===== src/rtl/bcd_pkg.sv =====
// Shared definitions for the BCD down counter.
//   bcd_digit_t : one packed BCD digit (0..9 legal, 10..15 illegal)
//   BCD_MAX     : largest legal BCD digit value
//   state_t     : counter control states
//   is_bcd()    : true when a 4-bit value is a legal BCD digit
package bcd_pkg;

  typedef logic [3:0] bcd_digit_t;

  localparam bcd_digit_t BCD_MAX = 4'd9;

  typedef enum logic [1:0] {
    ST_IDLE  = 2'd0,
    ST_RUN   = 2'd1,
    ST_PAUSE = 2'd2,
    ST_DONE  = 2'd3
  } state_t;

  function automatic logic is_bcd(input bcd_digit_t d);
    return (d <= BCD_MAX);
  endfunction

endpackage


===== src/rtl/bcd_down_counter_if.sv =====
// Control/status bundle of the BCD down counter.
//   Requests (master -> slave): load, load_ten, load_one, start, pause, en
//   Status   (slave -> master): count_ten, count_one, busy, done, err, state
//
// Handshake: there is no valid/ready pair. Every request is a level that is
// sampled on each rising clk edge and always consumed at that edge; the slave
// never back-pressures. A load is either accepted (err low next cycle) or
// rejected (err high next cycle) at the edge it is seen. 'state' is a debug
// view of the control FSM for checkers.
interface bcd_down_counter_if;
  import bcd_pkg::*;

  logic       load;
  bcd_digit_t load_ten;
  bcd_digit_t load_one;
  logic       start;
  logic       pause;
  logic       en;
  bcd_digit_t count_ten;
  bcd_digit_t count_one;
  logic       busy;
  logic       done;
  logic       err;
  state_t     state;

  modport master (
    output load, load_ten, load_one, start, pause, en,
    input  count_ten, count_one, busy, done, err, state
  );

  modport slave (
    input  load, load_ten, load_one, start, pause, en,
    output count_ten, count_one, busy, done, err, state
  );

endinterface


===== src/rtl/bcd_digit_dec.sv =====
// Single BCD digit decrementer.
//   digit      : current digit (0..9)
//   borrow_in  : 1 = subtract one from this digit
//   digit_next : resulting digit (0..9)
//   borrow_out : 1 when this digit wrapped 0 -> 9 and the next digit must
//                give up one
module bcd_digit_dec
  import bcd_pkg::*;
(
  input  bcd_digit_t digit,
  input  logic       borrow_in,
  output bcd_digit_t digit_next,
  output logic       borrow_out
);

  always_comb begin
    digit_next = digit;
    borrow_out = 1'b0;
    if (borrow_in) begin
      if (digit == 4'd0) begin
        digit_next = BCD_MAX;
        borrow_out = 1'b1;
      end else begin
        digit_next = digit - 4'd1;
      end
    end
  end

endmodule


===== src/rtl/bcd_down_counter.sv =====
// Two-digit BCD down counter with load, start/pause control and optional
// auto-reload.
//   clk   : sole clock, rising edge
//   reset : synchronous, active-low
//   bus   : bcd_down_counter_if.slave (requests in, count/status out)
// Request priority at each edge: reset > load > pause > start > en.
module bcd_down_counter
  import bcd_pkg::*;
#(
  parameter bit AUTO_RELOAD = 1'b0
) (
  input logic               clk,
  input logic               reset,
  bcd_down_counter_if.slave bus
);

  state_t     state;
  bcd_digit_t cnt_ten;
  bcd_digit_t cnt_one;
  bcd_digit_t rl_ten;
  bcd_digit_t rl_one;
  logic       done_q;
  logic       err_q;

  bcd_digit_t ones_next;
  bcd_digit_t tens_next;
  logic       ones_borrow;
  logic       tens_borrow;

  // Ones always decrements; its borrow ripples into the tens digit.
  bcd_digit_dec u_dec_one (
    .digit      (cnt_one),
    .borrow_in  (1'b1),
    .digit_next (ones_next),
    .borrow_out (ones_borrow)
  );

  bcd_digit_dec u_dec_ten (
    .digit      (cnt_ten),
    .borrow_in  (ones_borrow),
    .digit_next (tens_next),
    .borrow_out (tens_borrow)
  );

  logic load_ok;
  logic cnt_zero;
  logic cnt_last;
  logic rl_zero;

  assign load_ok  = is_bcd(bus.load_ten) && is_bcd(bus.load_one);
  assign cnt_zero = (cnt_ten == 4'd0) && (cnt_one == 4'd0);
  assign cnt_last = (cnt_ten == 4'd0) && (cnt_one == 4'd1);
  assign rl_zero  = (rl_ten == 4'd0) && (rl_one == 4'd0);

  always_ff @(posedge clk) begin
    if (!reset) begin
      state   <= ST_IDLE;
      cnt_ten <= 4'd0;
      cnt_one <= 4'd0;
      rl_ten  <= 4'd0;
      rl_one  <= 4'd0;
      done_q  <= 1'b0;
      err_q   <= 1'b0;
    end else begin
      done_q <= 1'b0;
      if (bus.load) begin
        if (load_ok) begin
          cnt_ten <= bus.load_ten;
          cnt_one <= bus.load_one;
          rl_ten  <= bus.load_ten;
          rl_one  <= bus.load_one;
          state   <= ST_IDLE;
          err_q   <= 1'b0;
        end else begin
          err_q <= 1'b1;
        end
      end else begin
        case (state)
          ST_IDLE: begin
            if (!bus.pause && bus.start && !cnt_zero) begin
              state <= ST_RUN;
            end
          end
          ST_RUN: begin
            if (bus.pause) begin
              state <= ST_PAUSE;
            end else if (cnt_zero) begin
              // Only reachable with auto-reload: the cycle after done.
              cnt_ten <= rl_ten;
              cnt_one <= rl_one;
            end else if (bus.en && !tens_borrow) begin
              // tens_borrow would mean wrapping below 00; never taken.
              cnt_ten <= tens_next;
              cnt_one <= ones_next;
              if (cnt_last) begin
                done_q <= 1'b1;
                if (!AUTO_RELOAD || rl_zero) begin
                  state <= ST_DONE;
                end
              end
            end
          end
          ST_PAUSE: begin
            if (!bus.pause && bus.start) begin
              state <= ST_RUN;
            end
          end
          ST_DONE: begin
            state <= ST_DONE;
          end
          default: begin
            state <= ST_IDLE;
          end
        endcase
      end
    end
  end

  assign bus.count_ten = cnt_ten;
  assign bus.count_one = cnt_one;
  assign bus.done      = done_q;
  assign bus.err       = err_q;
  assign bus.state     = state;
  assign bus.busy      = (state == ST_RUN) || (state == ST_PAUSE);

endmodule


===== src/flat_wrapper.sv =====
// flat-port wrapper written by rule: the top's interface ports become plain ports
module bcd_down_counter_flat import bcd_pkg::*;
#(
  parameter bit AUTO_RELOAD = 1'b0
)
  (clk, reset, bus_load, bus_load_ten, bus_load_one, bus_start, bus_pause, bus_en, bus_count_ten, bus_count_one, bus_busy, bus_done, bus_err, bus_state);
  bcd_down_counter_if bus_i ();
  input logic clk;
  input logic reset;
  input wire logic [$bits(bus_i.load)-1:0] bus_load;
  input wire logic [$bits(bus_i.load_ten)-1:0] bus_load_ten;
  input wire logic [$bits(bus_i.load_one)-1:0] bus_load_one;
  input wire logic [$bits(bus_i.start)-1:0] bus_start;
  input wire logic [$bits(bus_i.pause)-1:0] bus_pause;
  input wire logic [$bits(bus_i.en)-1:0] bus_en;
  output wire logic [$bits(bus_i.count_ten)-1:0] bus_count_ten;
  output wire logic [$bits(bus_i.count_one)-1:0] bus_count_one;
  output wire logic [$bits(bus_i.busy)-1:0] bus_busy;
  output wire logic [$bits(bus_i.done)-1:0] bus_done;
  output wire logic [$bits(bus_i.err)-1:0] bus_err;
  output wire logic [$bits(bus_i.state)-1:0] bus_state;
  assign bus_i.load = bus_load;
  assign bus_i.load_ten = bus_load_ten;
  assign bus_i.load_one = bus_load_one;
  assign bus_i.start = bus_start;
  assign bus_i.pause = bus_pause;
  assign bus_i.en = bus_en;
  assign bus_count_ten = bus_i.count_ten;
  assign bus_count_one = bus_i.count_one;
  assign bus_busy = bus_i.busy;
  assign bus_done = bus_i.done;
  assign bus_err = bus_i.err;
  assign bus_state = bus_i.state;
  bcd_down_counter #(.AUTO_RELOAD(AUTO_RELOAD)) u_core (.clk(clk), .reset(reset), .bus(bus_i));
endmodule

===== config.mk =====
export PLATFORM = sky130hd
export DESIGN_NAME = bcd_down_counter_flat
export DESIGN_NICKNAME = d
export VERILOG_FILES = /design/src/rtl/bcd_pkg.sv /design/src/rtl/bcd_down_counter_if.sv /design/src/rtl/bcd_digit_dec.sv /design/src/rtl/bcd_down_counter.sv /design/src/flat_wrapper.sv
export SDC_FILE = /design/constraint.sdc
export NUM_CORES = 1
export LEC_CHECK = 0
export BUFFER_PORTS_ARGS = -buffer_cell sky130_fd_sc_hd__buf_2
export CORE_MARGIN = 2
export CORE_UTILIZATION = 45
export CTS_BUF_LIST = sky130_fd_sc_hd__clkbuf_4
export CTS_CLUSTER_DIAMETER = 30
export DETAILED_ROUTE_END_ITERATION = 10
export GPL_ROUTABILITY_DRIVEN = 0
export PLACE_DENSITY = 0.69
export SLEW_MARGIN = 15
export SYNTH_ARGS = -nofsm -noshare
export SYNTH_HDL_FRONTEND = slang
export SYNTH_SLANG_ARGS = --single-unit
export TNS_END_PERCENT = 30

===== constraint.sdc =====
create_clock -name clk -period 1.7 [get_ports clk]
set_input_delay 0.34 -clock clk [delete_from_list [all_inputs] [get_ports clk]]
set_output_delay 0.34 -clock clk [all_outputs]
set_load 0.1 [all_outputs]

Word-level counts from Yosys, hierarchy flattened

Cells that the tools add are included.

Bits in registers: 20
Input port bits: 14

$add $sub $neg: 2
Magnitude comparators: 2
Eq/ne operators: 11
Multiplexer cells: 29
Bitwise logic cells: 3
Reductions and logical operators: 21

Operators by type and width:

| cell                                                 | number |
|---|---|
| two-way mux 4 bit                                    | 15 |
| two-way mux 2 bit                                    | 8 |
| <= comparator 4 bit (second input constant)          | 2 |
| zero test 4 bit                                      | 2 |
| != test 4 x 3 -> 1 bit (second input constant)       | 2 |
| case mux 2 bit (4 select lines)                      | 1 |
| subtractor 4 x 1 -> 4 bit (second input constant)    | 2 |
| logical AND 1 bit                                    | 6 |
| != test 3 x 2 -> 1 bit (second input constant)       | 2 |
| AND reduction 6 bit                                  | 1 |
| nonzero test 3 bit                                   | 2 |
| OR reduction 6 bit                                   | 1 |
| two-way mux 1 bit                                    | 5 |
| AND reduction 5 bit                                  | 1 |
| equality test 2 bit (second input constant)          | 2 |
| equality test 4 x 1 -> 1 bit (second input constant) | 1 |
| != test 4 bit (second input constant)                | 1 |
| AND reduction 4 bit                                  | 1 |
| zero test 1 bit                                      | 3 |
| NOT 1 bit                                            | 3 |
| equality test 2 x 1 -> 1 bit (second input constant) | 1 |
| zero test 2 bit                                      | 1 |
| != test 2 x 1 -> 1 bit (second input constant)       | 1 |
| != test 2 bit (second input constant)                | 1 |
| other kinds (3)                                      | 3 |

Longest topological paths before layout

Word-level depth: 10
Depth in mapped cells: 7
Gate-level depth less buffers: 7

Hierarchy

From an unflattened synthesis, not the netlist that was laid out.

Cell total of the unflattened synthesis: 164
Area total of the unflattened synthesis: 1,377.6 um^2

By module, submodules not included:

| module           | times used | cells an instance | area each (um^2) |
|---|---|---|---|
| bcd_down_counter | 1          | 142               | 1,219.9 |
| bcd_digit_dec    | 2          | 11                | 78.8 |

Least setup slack after synthesis

OpenSTA, ideal clock, no wires.

Path kind: flip-flop to output port
Start point: register u_core.state[0], in the netlist u_core.bus.state[0]
End point: output bus_busy
Arrival time: 2.030 ns
Required time: 1.360 ns
Slack: -0.670 ns
Cell stages (with the launch flop): 3
Cell sequence: dfxtp_1 -> inv_1 -> ha_1

Word-level cells in the longest chain between the ends: 2

Ends and longest elaborated chain:

| item                                                                | line                    | source |
|---|---|---|
| start: declaration                                                  | bcd_down_counter.sv:17  | `state_t state;` |
| start signal: assignment                                            | bcd_down_counter.sv:57  | `state <= ST_IDLE;` |
| start signal: assignment                                            | bcd_down_counter.sv:72  | `state <= ST_IDLE;` |
| start signal: assignment                                            | bcd_down_counter.sv:81  | `state <= ST_RUN;` |
| equality test 2 x 1 -> 1 bit or equality test 2 bit (tied branches) | bcd_down_counter.sv:124 | `assign bus.busy = (state == ST_RUN) \|\| (state == ST_PAUSE);` |
| logical OR 1 bit *                                                  | bcd_down_counter.sv:124 |  |
| end: declaration                                                    | flat_wrapper.sv:18      | `output wire logic [$bits(bus_i.busy)-1:0] bus_busy;` |

Mark *: on every way between the ends. The rest lies on a longest branch, timed or not.

Final worst setup path

Start point: register u_core.state[1], in the netlist u_core.bus.state[1]
End point: output bus_busy

The elaborated chain is that of the path after synthesis.

==> results_dict.tcl <==
set metrics [dict create \
    drt_wl_total_um 2772 \
    r2r_setup_slack_ns 0.08 \
    synth_seq_cells 20 \
    wl_met1_um 1289 \
    synthTopCellsByArea "dfxtp_1 (36%), nor2_1 (5.0%), ha_1 (4.5%)" \
    cts_root_buf "clkbuf_4" \
    die_x_um 53.80 \
    path_class "flop to output port" \
    min_path_type "input port to flop" \
    crit-reg2reg-launch "u_core.bus.count_ten[1]$_SDFFE_PN0P_" \
    postSynth.asyncResetShare_pct 0 \
    dr.pass1.iters 4 \
    synthCells 133 \
    p_leak_nw 0.6616 \
    vias 1113 \
    route.met2.wl_um 1305 \
    dieArea_um2 2894 \
    synth-seq-area-share_pct 35.87 \
    overflow 0 \
    p_per_area_nw_per_um2 776.1 \
    status "finished, final reports clean" \
    grt.total_usage_pct 20.58 \
    synth_ff_type "dfxtp_1" \
    cp.arrival_ns 1.29 \
    numCtsBuffers 3 \
    ant_nets 0 \
    placementRows 18 \
    finalSetupTns_ns 0 \
    clkTransAtPathRegs_ns 0.12 \
    relSlewSlack_pct 67.46 \
    final_common_cell "buf_2" \
    htree_num_levels 1 \
    r2r-end "u_core.bus.state[0]$_SDFFE_PN0P_" \
    io_pins 27 \
    netlist_area_um2 1116 \
    grt_antenna_before_repair 0 \
    synth_compound_area_share_pct 27.13 \
    dp_hpwl_um 2040 \
    drt_iter0_markers 28 \
    syn2layout_area_growth_pct 34.19 \
    synth_top_area_share_pct 35.87 \
    grt_max_degree 14 \
    nets 190 \
    synth_top_family_by_area "compound AO/OA/AOI/OAI gates" \
    synth_edf_count 0 \
    vdd_ir_drop_max_uv 504.8 \
    worstPathMaxFanout 5 \
    synth.distinct_cells 39 \
    drt-vias-per-instance 5.537 \
    num_antenna_cells 0 \
    clk_path_buf_depth 2 \
    reg2reg_depth 6 \
    fmax_mhz 613.6 \
    start_util_pct 46.31 \
    cap_violations 0 \
    min_period_over_period_pct 95.87 \
    cts_tree "built" \
    yosys_warnings 0 \
    synth_xor_area_share_pct 0.7848 \
    highest_layer "met4" \
    clock_skew_ns 0.01309 \
    clkLatencyLatePin_ns 0.30 \
    synth-simple-area-share_pct 22.53 \
    layout_min_cycle_time_ns 1.630 \
    cts.sinks 20 \
    hold_depth 3 \
    numPortBuffers 26 \
    yosys.area.top_type "dfxtp_1" \
    synth-adder-area-share_pct 4.484 \
    start_kind "flop" \
    cp.required_ns 1.36 \
    design_area_um2 1498 \
    grt_pass1_vias 900 \
    post-route-drc-count 0 \
    min_from "bus_load_ten[0]" \
    muxShareOfSynthArea_pct 4.484 \
    finalHoldViolations 0 \
    core_um2 2410 \
    setup_viol 0 \
    syn_nets 151 \
    worst_pin_slew_ns 0.4914 \
    cp-end-kind "output port" \
    hold-path-endpoint "u_core.bus.count_ten[0]$_SDFFE_PN0P_" \
    drv_slew 0 \
    wl_met3_um 158 \
    syn_area_per_cell_um2 8.392 \
    postPlaceCellArea_um2 1386 \
    final_cell_mix "buf_2 (25), nor2_1 (15), buf_4 (13)" \
    wire_per_inst_um 13.79 \
    drive_gt1_share_pct 38.60 \
    die_h_um 53.80 \
    grt_pass1_wl_um 4264 \
]
[through the flow]
stage	worst slack (ns)	cells	utilization [%]	hold slack, ns	power (mW)
2_1_floorplan	0.0003759	133	-	0.4306	0.8040
3_3_place_gp	0.07575	191	57.53	0.4555	0.8953
3_5_place_dp	0.01268	191	57.53	0.4680	0.8987
4_1_cts	0.004462	196	59.24	0.2835	1.134
5_1_grt	-0.002669	201	62.15	0.2993	1.223
6_report	0.07015	201	62.15	0.2838	1.162
[flip-flops by register name (all words and copies together), names as in the netlist]
signal,cells
u_core.bus.done,1
u_core.bus.count_one,4
u_core.bus.state,2
u_core.rl_one,4
u_core.rl_ten,4
u_core.bus.count_ten,4
u_core.bus.err,1
[worst max-delay path, stage by stage, from the launching register on]
cell and delay, ns:
dfxtp_4 0.39, inv_1 0.08, ha_2 0.35, buf_12 0.17
[final cells by class]
cell class / count / area (um^2)
fillers: 222 / 912.1
multi-input cells: 99 / 724.4
flip-flops and latches: 20 / 432.9
repair buffers: 39 / 242.7
well taps: 30 / 37.54
inverters: 9 / 33.78
clock buffers: 3 / 22.52
clock inverters: 1 / 3.754
[worst max-delay path by stage]
| stage | slack (ns) | start | depth (start not counted) | to |
|---|---|---|---|---|
| 5_1_grt | -0.003 | u_core.bus.count_one[0]$_SDFFE_PN0P_ | 6 | u_core.bus.count_one[2]$_SDFFE_PN0P_ |
| 3_3_place_gp | 0.08 | u_core.bus.count_ten[3]$_SDFFE_PN0P_ | 5 | u_core.bus.state[0]$_SDFFE_PN0P_ |
| 2_1_floorplan | 0.0004 | u_core.bus.count_one[3]$_SDFFE_PN0P_ | 5 | u_core.bus.state[0]$_SDFFE_PN0P_ |
| 3_5_place_dp | 0.01 | u_core.bus.count_ten[3]$_SDFFE_PN0P_ | 5 | u_core.bus.state[0]$_SDFFE_PN0P_ |
| 4_1_cts | 0.004 | u_core.bus.state[1]$_SDFFE_PN0P_ | 7 | u_core.bus.count_ten[3]$_SDFFE_PN0P_ |
| 6_report | 0.07 | u_core.bus.state[1]$_SDFFE_PN0P_ | 3 | bus_busy |
[power breakdown]
part	total [mW]	internal, mW	leakage (nW)	switching, mW
clock network	0.230	0.0854	0.0154	0.145
registers	0.527	0.490	0.170	0.0369
logic	0.406	0.141	0.476	0.265
[logic make-up after synthesis]
| logic type | Yosys count |
|---|---|
| adders and majority gates | 4 |
| xor gates and xnor gates | 1 |
| DFF | 20 |
| AOI/OAI and AO/OA | 44 |
| muxes | 5 |
| buffers and inverters | 14 |
| and+or+nand+nor | 45 |
[cells in the mapped netlist (2+ instances only)]
cell type and instances:
nand2_1 12, o21ai_2 2, nor2_1 15, nand3_2 2
dfxtp_1 20, clkbuf_1 5, nor2b_1 2, a21oi_1 9
o211ai_1 3, inv_1 9, nor4_4 2, o21ai_0 10
ha_1 4, mux2i_1 5, nand3_1 4, a31oi_1 2
a211oi_1 5
[routing by layer]
metal	vias up	GRT usage (%)
li1	562	-
met1	513	29.01
met2	36	30.69
met3	2	3.889
met4	0	8.120
met5	-	0
[repair_timing]
action	CTS	global route
hold buffers	0	0
resized for setup	1	4
pin swaps	1	3
setup buffers	1	5
endpoints found under the hold margin	0	0
endpoints found under the setup margin	2	8
Power figures use the tool's default switching activity.
